$ cat src/rtl/seg7_capture_decoder.sv
// seg7_capture_decoder: reads a multiplexed 7-segment bus back into atomic multi-digit BCD frames.
// Optional feature: define SEG_ALT_GLYPHS_EN to also accept the alternate 6 / 7 / 9 glyphs.
module seg7_capture_decoder #(
    parameter int STABLE_CYCLES = 4,
    parameter int DIGITS = 4
) (
    input  logic                  clk,
    input  logic                  rst_n,
    input  logic [6:0]            seg,
    input  logic [DIGITS-1:0]     dig,
    input  logic                  clr,
    output logic [4*DIGITS-1:0]   dout,
    output logic [DIGITS-1:0]     blank,
    output logic                  frame,
    output logic                  err,
    output logic [1:0]            err_code
);
    localparam logic [7:0] SC = 8'(STABLE_CYCLES);

    typedef enum logic [1:0] {S_WAIT, S_COUNT, S_LOCKED} state_t;

    // Result layout: {legal, blank, bcd nibble}.
    function automatic logic [5:0] decode(input logic [6:0] s);
        case (s)
            7'b1111110: decode = 6'b10_0000;
            7'b0110000: decode = 6'b10_0001;
            7'b1101101: decode = 6'b10_0010;
            7'b1111001: decode = 6'b10_0011;
            7'b0110011: decode = 6'b10_0100;
            7'b1011011: decode = 6'b10_0101;
            7'b1011111: decode = 6'b10_0110;
            7'b1110000: decode = 6'b10_0111;
            7'b1111111: decode = 6'b10_1000;
            7'b1111011: decode = 6'b10_1001;
            7'b0000000: decode = 6'b11_0000;
`ifdef SEG_ALT_GLYPHS_EN
            7'b0011111: decode = 6'b10_0110;
            7'b1110010: decode = 6'b10_0111;
            7'b1110011: decode = 6'b10_1001;
`endif
            default:    decode = 6'b00_0000;
        endcase
    endfunction

    state_t                state_q, state_d;
    logic [6:0]            seg_q;
    logic [DIGITS-1:0]     dig_q;
    logic [7:0]            cnt_q, cnt_d, mh_q, mh_d;
    logic [4*DIGITS-1:0]   sh_nib_q, sh_nib_d, dout_q, dout_d;
    logic [DIGITS-1:0]     sh_blank_q, sh_blank_d, blank_q, blank_d, mask_q, mask_d;
    logic                  pub_q, pub_d, frame_q, frame_d, err_q, err_d;
    logic [1:0]            err_code_q, err_code_d;
    logic [DIGITS-1:0]     dig_m1, seen;
    logic [5:0]            glyph;
    logic                  chg, one_hot, multi, commit, good, bad, mh_err, err_ev, done;

    // The arriving sample is compared with the registered one, so a pattern
    // registered at edge N matches from edge N+1 and commits at N+STABLE_CYCLES-1.
    always_comb begin
        chg = (seg != seg_q) || (dig != dig_q);
        dig_m1 = dig - DIGITS'(1);
        multi = (dig & dig_m1) != '0;
        one_hot = (dig != '0) && !multi;
        glyph = decode(seg);
        state_d = state_q;
        cnt_d = cnt_q;
        commit = 1'b0;
        if (!one_hot) begin
            state_d = S_WAIT;
            cnt_d = '0;
        end else if (chg) begin
            state_d = S_COUNT;
            cnt_d = 8'd1;
        end else if (state_q == S_COUNT) begin
            cnt_d = cnt_q + 8'd1;
            commit = cnt_d == SC;
            state_d = commit ? S_LOCKED : S_COUNT;
        end
        mh_d = !multi ? '0 : chg ? 8'd1 : (mh_q == SC ? SC : mh_q + 8'd1);
        mh_err = multi && mh_d == SC && mh_q != SC;
        good = commit && glyph[5];
        bad = commit && !glyph[5];
        err_ev = bad || mh_err;
        err_d = err_ev || (err_q && !clr);
        err_code_d = err_ev ? ((err_q && !clr) ? err_code_q : (bad ? 2'b01 : 2'b10))
                            : (clr ? 2'b00 : err_code_q);
        sh_nib_d = sh_nib_q;
        sh_blank_d = sh_blank_q;
        for (int i = 0; i < DIGITS; i++) begin
            if (good && dig[i]) begin
                sh_nib_d[4*i +: 4] = glyph[3:0];
                sh_blank_d[i] = glyph[4];
            end
        end
        seen = mask_q | (good ? dig : '0);
        done = good && (seen == '1);
        mask_d = (done || clr) ? '0 : seen;
        pub_d = done;
        frame_d = pub_q;
        dout_d = pub_q ? sh_nib_q : dout_q;
        blank_d = pub_q ? sh_blank_q : blank_q;
    end

    // State, sample, shadow and published-frame registers; reset drops any partial frame at once.
    always_ff @(posedge clk or negedge rst_n) begin
        if (!rst_n) begin
            state_q    <= S_WAIT;
            seg_q      <= '0;
            dig_q      <= '0;
            cnt_q      <= '0;
            mh_q       <= '0;
            sh_nib_q   <= '0;
            sh_blank_q <= '0;
            mask_q     <= '0;
            pub_q      <= 1'b0;
            frame_q    <= 1'b0;
            dout_q     <= '0;
            blank_q    <= '0;
            err_q      <= 1'b0;
            err_code_q <= 2'b00;
        end else begin
            state_q    <= state_d;
            seg_q      <= seg;
            dig_q      <= dig;
            cnt_q      <= cnt_d;
            mh_q       <= mh_d;
            sh_nib_q   <= sh_nib_d;
            sh_blank_q <= sh_blank_d;
            mask_q     <= mask_d;
            pub_q      <= pub_d;
            frame_q    <= frame_d;
            dout_q     <= dout_d;
            blank_q    <= blank_d;
            err_q      <= err_d;
            err_code_q <= err_code_d;
        end
    end

    assign dout = dout_q;
    assign blank = blank_q;
    assign frame = frame_q;
    assign err = err_q;
    assign err_code = err_code_q;
endmodule
$ cat config.mk
export PLATFORM = sky130hd
export DESIGN_NAME = seg7_capture_decoder
export DESIGN_NICKNAME = d
export VERILOG_FILES = /design/src/rtl/seg7_capture_decoder.sv
export SDC_FILE = /design/constraint.sdc
export NUM_CORES = 1
export LEC_CHECK = 0
export CAP_MARGIN = 20
export CORE_MARGIN = 10
export CORE_UTILIZATION = 45
export DETAILED_ROUTE_END_ITERATION = 8
export PLACE_DENSITY = 0.66
export SKIP_CTS_REPAIR_TIMING = 1
export SLEW_MARGIN = 20
export SYNTH_ARGS = -nofsm -noshare
export SYNTH_HDL_FRONTEND = slang
export SYNTH_SLANG_ARGS = --single-unit
$ cat constraint.sdc
create_clock -name clk -period 5.93 [get_ports clk]
set_clock_uncertainty 0.05 [all_clocks]
set_input_delay 1.4825 -clock clk [delete_from_list [all_inputs] [get_ports clk]]
set_output_delay 1.4825 -clock clk [all_outputs]
set_load 0.005 [all_outputs]
==> results of run 1 <==
state kept, by name, summed over array words and instances (netlist names):
| name | flops |
|---|---|
| blank | 4 |
| frame_d | 1 |
| seg_q | 7 |
| cnt_q | 8 |
| err_code | 2 |
| dig_q | 4 |
| mh_q | 8 |
| sh_nib_q | 16 |
| sh_blank_q | 4 |
| state_q | 2 |
| err | 1 |
| frame | 1 |
| dout | 16 |
| mask_q | 4 |
critical path: stages:
cell and delay [ns]:
clkdlybuf4s50_1 0.58, xor2_1 0.21, nor4_1 0.49, and3_2 0.32, or3b_1 0.49, or3_1 0.44, o32ai_1 0.14
placed cells by master (no fill, tap or decap), drive strengths merged, types with 4 or more instances in the layout:
| master | netlist | routed |
|---|---|---|
| a21oi | 6 | 6 |
| o22ai | 4 | 4 |
| ha | 4 | 4 |
| nand3 | 10 | 10 |
| nand2 | 11 | 11 |
| nand4 | 6 | 6 |
| nor3b | 4 | 4 |
| xor2 | 23 | 23 |
| xnor2 | 6 | 6 |
| nor4 | 6 | 6 |
| a21boi | 7 | 7 |
| clkbuf | 7 | 9 |
| inv | 10 | 11 |
| nor2b | 5 | 5 |
| nor2 | 21 | 21 |
| dfrtp | 78 | 78 |
| clkdlybuf4s50 | 0 | 36 |
| mux2 | 40 | 40 |
cell usage after synthesis (2+ instances only):
cell type | number | area [µm²]
a21boi_0 | 7 | 52.6
clkbuf_1 | 6 | 22.5
nand2b_1 | 3 | 18.8
ha_1 | 4 | 50.1
dfrtp_1 | 78 | 1950
mux2_2 | 38 | 428
xor2_1 | 23 | 201
nor2_1 | 21 | 78.8
nand4b_1 | 2 | 17.5
nand2_1 | 11 | 41.3
mux2_1 | 2 | 22.5
or4_1 | 2 | 15.0
xnor2_1 | 6 | 52.6
nor2b_1 | 5 | 31.3
buf_2 | 5 | 25.0
o22ai_1 | 4 | 25.0
o32ai_1 | 3 | 26.3
a21oi_1 | 6 | 30.0
a211oi_1 | 3 | 22.5
and3b_1 | 2 | 17.5
nor3b_1 | 4 | 30.0
nor4_1 | 5 | 31.3
buf_4 | 2 | 15.0
nand3_1 | 6 | 30.0
or2_2 | 3 | 18.8
nand4_1 | 6 | 37.5
nand3_4 | 4 | 70.1
buf_6 | 5 | 56.3
or3_1 | 2 | 12.5
inv_1 | 10 | 37.5
nor3_1 | 3 | 15.0
a31oi_1 | 2 | 12.5
nor4b_1 | 2 | 17.5
worst min path at each step:
stage / slack [ns] / endpoint / start
3_3_place_gp: 0.44 / sh_blank_q[0]$_DFFE_PN0P_ / sh_blank_q[0]$_DFFE_PN0P_
5_1_grt: 0.47 / sh_blank_q[1]$_DFFE_PN0P_ / sh_blank_q[1]$_DFFE_PN0P_
2_1_floorplan: 0.32 / frame$_DFF_PN0_ / frame_d$_DFF_PN0_
4_1_cts: 0.46 / sh_blank_q[1]$_DFFE_PN0P_ / sh_blank_q[1]$_DFFE_PN0P_
3_5_place_dp: 0.44 / sh_blank_q[1]$_DFFE_PN0P_ / sh_blank_q[1]$_DFFE_PN0P_
6_report: 0.45 / sh_blank_q[0]$_DFFE_PN0P_ / sh_blank_q[0]$_DFFE_PN0P_
per-stage QoR:
stage	hold slack (ns)	utilization
after floorplan	0.320	-
after global placement	0.435	0.503
after detailed placement	0.443	0.503
after CTS	0.461	0.530
after global routing	0.473	0.530
final	0.453	0.530
per-layer routing:
layer,vias up,part of all wire,global-route usage
met5,-,0,0
met4,0,0.021,0.0590
met3,14,0.048,0.0363
met2,45,0.48,0.185
met1,1182,0.45,0.137
li1,1132,-,-
logic make-up after synthesis:
kind of cell / synth area share
mux: 0.121
buf+inv: 0.0435
flops: 0.526
simple gates: 0.160
fa+ha+maj: 0.0135
compound gates: 0.0681
xor+xnor: 0.0684
where the power goes:
part / leakage (nW) / switching [mW] / internal (mW) / total [mW]
Combinational: 0.727 / 0.0343 / 0.0199 / 0.0542
Clock: 0.106 / 0.196 / 0.238 / 0.434
Sequential: 1.06 / 0.00434 / 0.537 / 0.541
Total: 1.89 / 0.235 / 0.795 / 1.03
final cells by class:
class | instances | area, µm²
clock buffers | 9 | 124
clock inverters | 7 | 97.6
fillers | 712 | 3820
inverters | 10 | 37.5
multi-input cells | 199 | 1600
flip-flops and latches | 78 | 1950
well taps | 105 | 131
repair buffers | 37 | 368
==> results.md, run 1 <==
- Fmax: 0.252 GHz
- Wire length per cell: 15.6 µm
- Vias per cell: 5.33
- Share of async-settable or async-resettable flops after synthesis: 1.00
- Antenna Nets Post-Route: 0
- Final Max Slew Viols: 0
- Layout cells sized above 1: 0.203
- CP endpoint: err_code[1]$_DFFE_PN0P_
- Drt drc: 0
- RSZ-0062 raised after global routing: no
- 1st-pass router iterations: 4
- Total power draw: 1.03 mW
- I/O pin count: 38
- Dpl cells: between 400 and 500
- CTS Sinks: slightly below 80
- CP Data Arrival Time: 4.15 ns
- Grt ovf: 0
- Largest net degree at the start of global routing: 79
- Crit. Startpoint: seg[5]
- Most used DFF post-synth: dfrtp_1
- Std-Cell Rows: 33
- Post-synth net total: roughly 320
- Tcrit/Tclk final: 0.669
- Post-synth EDFFs: 0
- TritonCTS clock tree: done
- Non-filler instance count after layout: around 450
- PnR worst setup slack: about 2.0 ns
- Placed cell area: 0.00409 mm²
- Vias in the first global route: 2422
- CP endpoint kind: register
- Routed WL: 6.95 mm
- Startpoint Class: primary input
- Worst flop-to-flop path endpoint: sh_blank_q[1]$_DFFE_PN0P_
- Clock-pin slew on the worst setup and hold paths: 0.08 ns
- Crit path required time: 6.12 ns
- Slew @ Worst Pin: roughly 0.95 ns
- Final Critical Period: 3.97 ns
- Seq cells post-synth: 78
- Rel. slew slack: 0.365
- Tot GR Track Use: 0.116
- Starting Density: 0.457
- Kind of critical path: in2reg
- First-pass GRT wire length: 11.9 mm
- Worst hold path type: reg2reg
- Clk root buf: clkbuf_8
- Hold depth: 1
- Clock Latency Late Sink: 0.34 ns
- R2R cell count: 7
- RePlAce Congestion: 0.878
- Detail Placement HPWL: 4.94 mm
- Unique masters post-synth: 54
- Status: completed
- Final nets: ~350
- Max cap viols: 0
- Worst R2R Setup Slack: 3.15 ns
- Synthesized instance count: 306
- CTS Buf Count: 9
- Vert. Die Dim: 111 µm
- Design Area, Final: roughly 0.0043 mm²
- R2r startpoint: cnt_q[0]$_DFFE_PN0P_
- Die W: 111 µm
- Initial antenna violation count: 0
- Peak VDD IR: 110 µV
- Clock tree buffer depth: 2
- PortBufs: 37
- Antenna fix cells: 0
- DRC marker count from the first detailed-route iteration: 42
- Power Dens Cells: 239 mW/mm²
- Post-Syn Area per Cell: 12.1 µm²
- Setup TNS: 0 ns
- Netlist Area Pre-Place: 0.00371 mm²
- Lkg Pwr: 1.89 nW
- Top fanout value on the critical path: 10
- Total number of vias: 2373
- Die ar.: 0.0123 mm²
- Number of synthesis warnings: 0
- Dpl ws: 1.63 ns
- Setup violators final: 0
- Area of the core: between 0.008 and 0.009 mm²
- Register area share after synthesis: 0.526
- Final-report hold violation count: 0
- P&R area growth vs syn: 16.1%
- # H-tree levels: 3
Power figures use the tool's default switching activity.
==> run 2: changes to the inputs <==
--- a/config.mk
+++ b/config.mk
@@ -9,7 +9,7 @@
 export CORE_MARGIN = 10
 export CORE_UTILIZATION = 45
 export DETAILED_ROUTE_END_ITERATION = 8
-export PLACE_DENSITY = 0.66
+export PLACE_DENSITY = 0.68
 export SKIP_CTS_REPAIR_TIMING = 1
 export SLEW_MARGIN = 20
 export SYNTH_ARGS = -nofsm -noshare
==> constraint.sdc (replaced) <==
create_clock -name clk -period 3.2 [get_ports clk]
set_clock_uncertainty 0.05 [all_clocks]
set_input_delay 0.8 -clock clk [delete_from_list [all_inputs] [get_ports clk]]
set_output_delay 0.8 -clock clk [all_outputs]
set_load 0.005 [all_outputs]
==> run 2 against run 1 <==
  * Final area grew 4.4%
  * Worst setup slack got worse by 1.8 ns
  * Utilization increased by 2.3 points
  * Total power is 89% higher
  * Critical path depth grew 1
  * Sequential power is 85% higher
  * Register-to-register slack got worse by 2.5 ns
  * Count of clock-buffer cells in the layout unchanged
  * Critical path type unchanged
  * Critical endpoint unchanged
==> results.md, run 2 (synthesis results as in run 1) <==
- Status: completed
- Design Area, Final: 0.00450 mm²
- Power Dens Cells: approximately 430 mW/mm²
- Largest net degree at the start of global routing: 50
- Hold_ws: 0.423 ns
- Grt ovf: 0
- Startpoint Class: primary input
- TritonCTS clock tree: done
- Worst flop-to-flop path endpoint: sh_blank_q[1]$_DFFE_PN0P_
- Placed cell area: ~0.0043 mm²
- CTS Buf Count: 9
- Crit path required time: approximately 3.4 ns
- Routed WL: 7.17 mm
- Rel. slew slack: 0.427
- Clock tree buffer depth: 2
- P&R area growth vs syn: 21.2%
- I/O pin count: 38
- First-pass GRT wire length: 12.4 mm
- R2R cell count: 8
- Tot GR Track Use: 0.119
- Crit. Startpoint: seg[5]
- Std-Cell Rows: 33
- Final Max Slew Viols: 0
- Total power draw: just under 2 mW
- Starting Density: 0.457
- Top fanout value on the critical path: 5
- # H-tree levels: 3
- CP Depth: 8
- Clock Latency Late Sink: ~0.36 ns
- Worst path cell trace: clkdlybuf4s50_1 > xor2_1 > nor4_1 > buf_4 > and3_2 > or3b_1 > or3_1 > o32ai_1
- 1st-pass router iterations: 4
- Die W: about 110 µm
- Setup violators final: 0
- Slew @ Worst Pin: 0.860 ns
- Lkg Pwr: 2.00 nW
- Initial antenna violation count: 0
- Worst path slowest cell: nor4_1
- Vias per cell: 5.18
- Area of the core: approximately 0.0081 mm²
- Most frequent cells in the layout: dfrtp_1, mux2_2, clkdlybuf4s50_1, xor2_1, nor2_1
- Commonest non-fill, non-tap cell in the layout: dfrtp_1
- Drt drc: 0
- Antenna Nets Post-Route: 0
- PnR worst setup slack: 0.188 ns
- CP endpoint: err_code[1]$_DFFE_PN0P_
- DRC marker count from the first detailed-route iteration: 38
- Family with the most delay on the worst path: simple AND/OR/NAND/NOR gates
- Worst R2R Setup Slack: 0.67 ns
- Final nets: 373
- Vias in the first global route: 2548
- Clock-pin slew on the worst setup and hold paths: 0.08 ns
- CP endpoint kind: register
- Buf+Inv Stages, Crit Path: 2
- Fmax: 0.332 GHz
- Final Critical Period: 3.01 ns
- CP Data Arrival Time: between 3 and 4 ns
- RSZ-0062 raised after global routing: no
- Wire length per cell: around 15 µm
- Setup TNS: 0 ns
- Die ar.: 0.0123 mm²
- Worst hold path type: in2async
- Final-report hold violation count: 0
- RePlAce Congestion: 0.809
- Kind of critical path: in2reg
- PortBufs: 37
- R2r startpoint: cnt_q[0]$_DFFE_PN0P_
- Vert. Die Dim: between 100 and 150 µm
- Detail Placement HPWL: between 5 and 6 mm
- Antenna fix cells: 0
- Peak VDD IR: around 270 µV
- Clk root buf: clkbuf_8
- Peak per-stage delay on the critical path: 0.47 ns
- Max cap viols: 0
- Dpl ws: -0.187 ns
- Layout cells sized above 1: 0.247
- Total number of vias: 2409
- Tcrit/Tclk final: 0.941
- CTS Sinks: a little under 80
run 2: changes by cell type in the layout (fill, tap and decap cells not counted), sizes merged:
cell,before,now
inv,11,10
buf,1,21
clkinv,2,4
clkinvlp,2,1
run 2: stage by stage:
stage          std cells   util
2_1_floorplan        306      -
4_1_cts              465  0.553
3_5_place_dp         449  0.526
5_1_grt              465  0.553
3_3_place_gp         449  0.526
6_report             465  0.553
run 2: per-layer routing:
metal,vias to the layer above,share of wire,global-route usage,wire length [µm]
met1,1198,0.46,0.147,3280
met3,7,0.049,0.0444,351
li1,1177,-,-,-
met5,-,0,0,0
met4,0,0.0075,0.0417,54
met2,27,0.49,0.187,3480
run 2: cell type report:
type / instances / area [µm²]
Tap cell: 105 / 131
Clock buffer: 9 / 124
Multi-Input combinational cell: 199 / 1600
Inverter: 10 / 37.5
Timing Repair Buffer: 57 / 556
Fill cell: 675 / 3630
Clock inverter: 7 / 98.8
Sequential cell: 78 / 1950
run 2: worst min-delay path by stage:
stage	slack, ns	end	depth (start not counted)	start
after global placement	0.43	sh_blank_q[0]$_DFFE_PN0P_	1	sh_blank_q[0]$_DFFE_PN0P_
after CTS	0.44	mh_q[6]$_DFF_PN0_	1	rst_n
after global routing	0.46	dout[0]$_DFFE_PN0P_	1	rst_n
final	0.42	mh_q[4]$_DFF_PN0_	1	rst_n
after detailed placement	0.44	sh_blank_q[1]$_DFFE_PN0P_	1	sh_blank_q[1]$_DFFE_PN0P_
after floorplan	0.32	frame$_DFF_PN0_	0	frame_d$_DFF_PN0_
run 2: power by group:
group | leakage, nW | internal [mW] | switching [mW] | total (mW)
sequential | 1.06 | 0.995 | 0.00760 | 1.00
clock | 0.109 | 0.442 | 0.380 | 0.821
combinational | 0.835 | 0.0525 | 0.0674 | 0.120
total | 2.00 | 1.49 | 0.455 | 1.94
run 2: worst reg2reg max path: stages, from the launching register on:
cell and delay, ns:
dfrtp_1 0.48, ha_1 0.38, nand4_1 0.13, nor3_1 0.21, o221ai_2 0.19, nor4_4 0.35, buf_12 0.18, nand3_4 0.12
mux2_1 0.32
